==> src/rtl/axi_wr_arbiter.sv <==
// Round-robin arbiter sharing one AXI write master (AW/W/B) among NREQ requesters.
// Optional B-response timeout with stale-response drain: define AXI_WR_ARB_TIMEOUT_EN.
module axi_wr_arbiter #(
  parameter int NREQ      = 2,
  parameter int AW        = 32,
  parameter int DW        = 64,
  parameter int TO_CYCLES = 255
) (
  input  logic                   axi_aclk,
  input  logic                   axi_areset,
  input  logic [NREQ-1:0]        req_awvalid,
  output logic [NREQ-1:0]        req_awready,
  input  logic [NREQ*AW-1:0]     req_awaddr,
  input  logic [NREQ*8-1:0]      req_awlen,
  input  logic [NREQ*3-1:0]      req_awsize,
  input  logic [NREQ*2-1:0]      req_awburst,
  input  logic [NREQ-1:0]        req_wvalid,
  output logic [NREQ-1:0]        req_wready,
  input  logic [NREQ*DW-1:0]     req_wdata,
  input  logic [NREQ*(DW/8)-1:0] req_wstrb,
  output logic [NREQ-1:0]        req_bvalid,
  input  logic [NREQ-1:0]        req_bready,
  output logic [1:0]             req_bresp,
  output logic [AW-1:0]          m_awaddr,
  output logic [7:0]             m_awlen,
  output logic [2:0]             m_awsize,
  output logic [1:0]             m_awburst,
  output logic                   m_awvalid,
  input  logic                   m_awready,
  output logic [DW-1:0]          m_wdata,
  output logic [DW/8-1:0]        m_wstrb,
  output logic                   m_wlast,
  output logic                   m_wvalid,
  input  logic                   m_wready,
  input  logic [1:0]             m_bresp,
  input  logic                   m_bvalid,
  output logic                   m_bready,
  output logic [NREQ-1:0]        grant,
  output logic                   busy,
  output logic                   err_timeout
);

  localparam int PW = (NREQ > 1) ? $clog2(NREQ) : 1;
  localparam int SW = DW / 8;

  typedef enum logic [1:0] {IDLE, ADDR, DATA, RESP} state_t;

  state_t          state;
  logic [PW-1:0]   gidx;
  logic [PW-1:0]   ptr;
  logic [7:0]      cnt;
  logic            to_hit;
  logic            stale;

  logic            in_idle, in_addr, in_data, in_resp;
  logic            rsp_done;
  logic [PW-1:0]   pick_idx, cand;
  logic            pick_found;

  assign in_idle = (state == IDLE);
  assign in_addr = (state == ADDR);
  assign in_data = (state == DATA);
  assign in_resp = (state == RESP);

  // First requester at or above ptr, wrapping, so the last one served ranks lowest.
  always_comb begin
    pick_found = 1'b0;
    pick_idx   = '0;
    cand       = '0;
    for (int k = 0; k < NREQ; k++) begin
      cand = PW'((int'(ptr) + k) % NREQ);
      if (!pick_found && req_awvalid[cand]) begin
        pick_found = 1'b1;
        pick_idx   = cand;
      end
    end
  end

  assign m_awvalid   = in_addr & req_awvalid[gidx];
  assign m_awaddr    = in_addr ? req_awaddr[int'(gidx)*AW +: AW] : '0;
  assign m_awlen     = in_addr ? req_awlen[int'(gidx)*8 +: 8] : '0;
  assign m_awsize    = in_addr ? req_awsize[int'(gidx)*3 +: 3] : '0;
  assign m_awburst   = in_addr ? req_awburst[int'(gidx)*2 +: 2] : '0;
  assign req_awready = in_addr ? (grant & {NREQ{m_awready}}) : '0;

  assign m_wvalid    = in_data & req_wvalid[gidx];
  assign m_wdata     = in_data ? req_wdata[int'(gidx)*DW +: DW] : '0;
  assign m_wstrb     = in_data ? req_wstrb[int'(gidx)*SW +: SW] : '0;
  assign m_wlast     = in_data & (cnt == 8'd0);
  assign req_wready  = in_data ? (grant & {NREQ{m_wready}}) : '0;

  // A timed-out burst answers the requester locally; the real B is drained later in IDLE.
  assign req_bvalid  = in_resp ? (grant & {NREQ{m_bvalid | to_hit}}) : '0;
  assign req_bresp   = in_resp ? (to_hit ? 2'b10 : m_bresp) : 2'b00;
  assign m_bready    = (in_resp & ~to_hit & req_bready[gidx]) | (in_idle & stale);
  assign rsp_done    = to_hit ? req_bready[gidx] : (m_bvalid & req_bready[gidx]);

  assign busy        = ~in_idle;

  always_ff @(posedge axi_aclk or posedge axi_areset) begin
    if (axi_areset) begin
      state <= IDLE;
      grant <= '0;
      gidx  <= '0;
      ptr   <= '0;
      cnt   <= '0;
    end else begin
      case (state)
        IDLE: begin
          if (pick_found && !stale) begin
            grant <= NREQ'(1) << pick_idx;
            gidx  <= pick_idx;
            state <= ADDR;
          end
        end
        ADDR: begin
          if (m_awvalid && m_awready) begin
            cnt   <= m_awlen;
            state <= DATA;
          end
        end
        DATA: begin
          if (m_wvalid && m_wready) begin
            if (cnt == 8'd0) state <= RESP;
            else             cnt   <= cnt - 8'd1;
          end
        end
        RESP: begin
          if (rsp_done) begin
            ptr   <= (gidx == PW'(NREQ - 1)) ? '0 : gidx + 1'b1;
            grant <= '0;
            state <= IDLE;
          end
        end
        default: state <= IDLE;
      endcase
    end
  end

`ifdef AXI_WR_ARB_TIMEOUT_EN
  logic [15:0] to_cnt;

  // to_hit rises on the edge ending RESP cycle TO_CYCLES-1, so the timeout shows in cycle TO_CYCLES.
  always_ff @(posedge axi_aclk or posedge axi_areset) begin
    if (axi_areset) begin
      to_cnt      <= '0;
      to_hit      <= 1'b0;
      stale       <= 1'b0;
      err_timeout <= 1'b0;
    end else begin
      if (in_data) begin
        to_cnt <= '0;
        to_hit <= 1'b0;
      end else if (in_resp && !to_hit && !m_bvalid) begin
        to_cnt <= to_cnt + 16'd1;
        if (to_cnt == 16'(TO_CYCLES - 2)) begin
          to_hit      <= 1'b1;
          err_timeout <= 1'b1;
        end
      end
      if (in_resp && to_hit && req_bready[gidx]) begin
        stale  <= 1'b1;
        to_hit <= 1'b0;
      end else if (in_idle && stale && m_bvalid) begin
        stale <= 1'b0;
      end
    end
  end
`else
  assign to_hit      = 1'b0;
  assign stale       = 1'b0;
  assign err_timeout = 1'b0;
`endif

endmodule

==> config.mk <==
export PLATFORM = sky130hd
export DESIGN_NAME = axi_wr_arbiter
export DESIGN_NICKNAME = d
export VERILOG_FILES = /design/src/rtl/axi_wr_arbiter.sv
export SDC_FILE = /design/constraint.sdc
export NUM_CORES = 1
export LEC_CHECK = 0
export ABC_AREA = 1
export CAP_MARGIN = 10
export CORE_AREA = 5 5 143 145
export CTS_CLUSTER_DIAMETER = 50
export DETAILED_ROUTE_END_ITERATION = 6
export DIE_AREA = 0 0 148 150
export GPL_TIMING_DRIVEN = 0
export SLEW_MARGIN = 20
export SYNTH_ARGS = -nofsm -noshare
export SYNTH_HDL_FRONTEND = slang
export SYNTH_SLANG_ARGS = --single-unit
==> constraint.sdc <==
create_clock -name axi_aclk -period 1.5 [get_ports axi_aclk]
set_clock_uncertainty 0.1 [all_clocks]
set_input_delay 0.15 -clock axi_aclk [delete_from_list [all_inputs] [get_ports axi_aclk]]
set_output_delay 0.15 -clock axi_aclk [all_outputs]
set_load 0.02 [all_outputs]
==> reports/metrics.cfg <==
[status]
outcome=complete, but fails checks
violations=setup timing

[setup_path]
timing.rr.end=cnt[0]
crit_buf_inv=5
critPathLaunchType=flip-flop
slowest_stage=dfrtp_1
arrival_ns=1.67
rr_worst_depth=10
critPathRequiredTime_ns=1.25
worst-setup-path-type=flip-flop to primary output
rr_startpoint=state[1]
critical_path.max_stage_delay_ns=0.39
worstPathCellList=buf_6, inv_4, ha_4, buf_12, clkbuf_16, o21ai_1, nor2_2, buf_6
ff2ff_setup_slack_ns=-0.37
cp.depth=8
crit_path_end_kind=primary output
crit_fanout=10
cp_top_family=buffers and inverters
crit_top_cell=buf_6

[placement]
io_buffers=378
place_hpwl_mm=18.0
placed_cell_area_um2=7410
dp_slack_ns=-1.09
place.gp.congestion=0.877
placed_cells=1201

[drt]
antenna_left=0
wirelength_mm=24.1
vias_per_cell=4.38
routedWlPerCell_um=18.9
drc=0
drtIter0Drc=146
dr.pass1.iters=4
vias=5586

[floorplanning]
boundaryPins=380
coreArea_um2=19100
start_util_pct=15.5
die_y_um=150
row_count=51
die_x_um=148
dieArea_um2=22200

[timing]
drv_slew=0
maxSlewHeadroom_pct=59.6
min_period_over_period_pct=128
timing.fmax_mhz=521
worstMarginPinSlew_ns=0.606
hold_viol=0
setup_viol=142
rsz0062_at_grt=yes
finalCriticalPeriod_ns=1.92
setup_ws_ns=-0.420

[logic_synthesis]
async_reset_ff_share_pct=100
netlist.area_leader.share_pct=30.7
yosysSeqAreaShare_pct=11.8
syn_avg_cell_area_um2=5.06
synth_fp_nets=838
ys_warn_count=0
synth_area_leaders=nor2_1 (31%), o21ai_0 (20%), dfrtp_1 (12%)
ys.flop_type=dfrtp_1
synth_edf_count=0
synthesis.area_um2=2960
yosysTopAreaCell=nor2_1
yosysUniqueCellTypes=31
synthCells=585
ys_seq_elements=14

[power_and_ir_drop]
power_switching_mw=9.37
p_per_area_nw_per_um2=1950
fin_total_pwr_mw=18.6
p_leak_nw=4.01
pwr-share-clk_pct=3.1
pwr-share-comb_pct=93.3
p_int_mw=9.26
sequentialPowerShare_pct=3.6
sw_frac_of_total_pct=50.3
ir_worst_vdd_v=0.00120

[cells_and_area]
syn2layout_area_growth_pct=223
n_fill_cell=1842
final_layout_size_suffix_gt1_share_pct=52.1
multiInputGateArea_um2=3370
fin_nets=1287
layout.cells.non_filler=1274
fin_area_um2=9580
final-seq-area_um2=350

[clock_tree]
htree_num_levels=1
cts_tree=built
cts_buffer_depth=2
clkTransAtPathRegs_ns=0.05
cts_root_buf=clkbuf_16
numCtsBuffers=3
clock_latency_ns=0.25
cts_num_sinks=14

[hold_path]
min_path_type=primary input to asynchronous set/reset pin

[global_routing]
grt_max_degree=15
grt-ovfl-total=0
grt_pass1_vias=5615
antenna_found_initial=5
grt_use_total_pct=19.2
grt_pass1_wl_mm=32.7

[job]
maxCapViolCount=0

flip-flops by register name, indices dropped and copies added (netlist names):
name / flops
ptr: 1
cnt: 8
gidx: 1
grant: 2
state: 2
per-stage QoR:
stage | setup TNS, ns | utilization [%] | hold slack [ns]
global route | -55.71 | 50.2 | 0.237
CTS | -46.55 | 44.4 | 0.199
global placement | -103.62 | 38.8 | 0.394
floorplan | -5.46 | - | -0.0608
detailed placement | -104.08 | 38.8 | 0.398
finish | -46.87 | 50.2 | 0.166
Yosys cell counts, types with 3 or more instances:
master,count
nor2_1,242
o21ai_0,121
nand2_1,62
inv_1,34
clkbuf_1,21
nand3_1,21
dfrtp_1,14
buf_4,11
buf_2,7
or2_2,7
ha_1,6
a21oi_1,5
nand2_4,5
nor3_1,5
buf_6,3
nand2_2,3
layer usage:
layer,vias to the layer above,track usage [%],routed length [um]
li1,2769,-,-
met1,2559,21.2,9040
met2,229,36.3,13000
met3,25,4.82,1760
met4,4,5.27,330
met5,-,0,27
worst max path at each step:
stage,start,end
CTS,state[1],m_awaddr[17]
global placement,state[1],m_awaddr[14]
global route,state[0],req_wready[0]
floorplan,state[0],m_wlast
detailed placement,state[1],m_awaddr[14]
finish,state[1],m_awburst[0]
timing repair:
item / 4_1_cts / 5_1_grt
endpoints found under the setup margin: 141 / 142
pin swaps: 50 / 89
gates cloned: 10 / 10
resized for setup: 957 / 250
hold buffers: 0 / 0
setup buffers: 30 / 18
kinds of logic after synthesis:
kind of cell | after synthesis | synth area share [%]
AND/OR/NAND/NOR | 354 | 49.3
AO/OA/AOI/OAI | 131 | 22.9
buffers and inverters | 78 | 13.0
flip-flops | 14 | 11.8
adder cells (fa/ha/maj) | 6 | 2.53
multiplexers | 1 | 0.338
other | 1 | 0.127
power by group through the flow:
| stage | combinational [mW] | sequential [mW] | clock, mW |
|---|---|---|---|
| floorplan | 6.54 | 0.666 | 0 |
| global route | 18.4 | 0.688 | 0.610 |
| CTS | 14.6 | 0.658 | 0.591 |
| global placement | 11.4 | 0.672 | 0 |
| finish | 17.4 | 0.668 | 0.586 |
| detailed placement | 11.4 | 0.671 | 0 |
worst register-to-register path, cell delays in order, from the launching register on:
cell	delay, ns
dfrtp_1	0.39
buf_4	0.15
ha_4	0.20
buf_6	0.13
clkinvlp_4	0.08
buf_6	0.14
a21oi_4	0.04
nor2_4	0.25
nand2_4	0.14
nand2_1	0.10
nand2_1	0.06
layout make-up:
type	instances	area share (%)
repair buffers	445	48.6
multi-input cells	493	35.2
plain buffers	42	6.82
flip-flops and latches	14	3.66
well taps	238	3.11
inverters	35	1.59
clock buffers	4	0.928
diodes	3	0.0784
layout by cell type (no fill, tap or decap), drive strengths merged:
cell             n
clkinvlp         1
a21oi            7
mux2i            1
clkdlybuf4s50  247
dfrtp           14
inv             34
conb             1
nand3           22
or2              8
nand2           70
o21bai           2
nand4            2
ha               6
nor2           245
and3             2
buf            217
diode            3
o21ai          122
dlygate4sd2      1
nor3             5
clkbuf          26
Power figures use the tool's default switching activity.
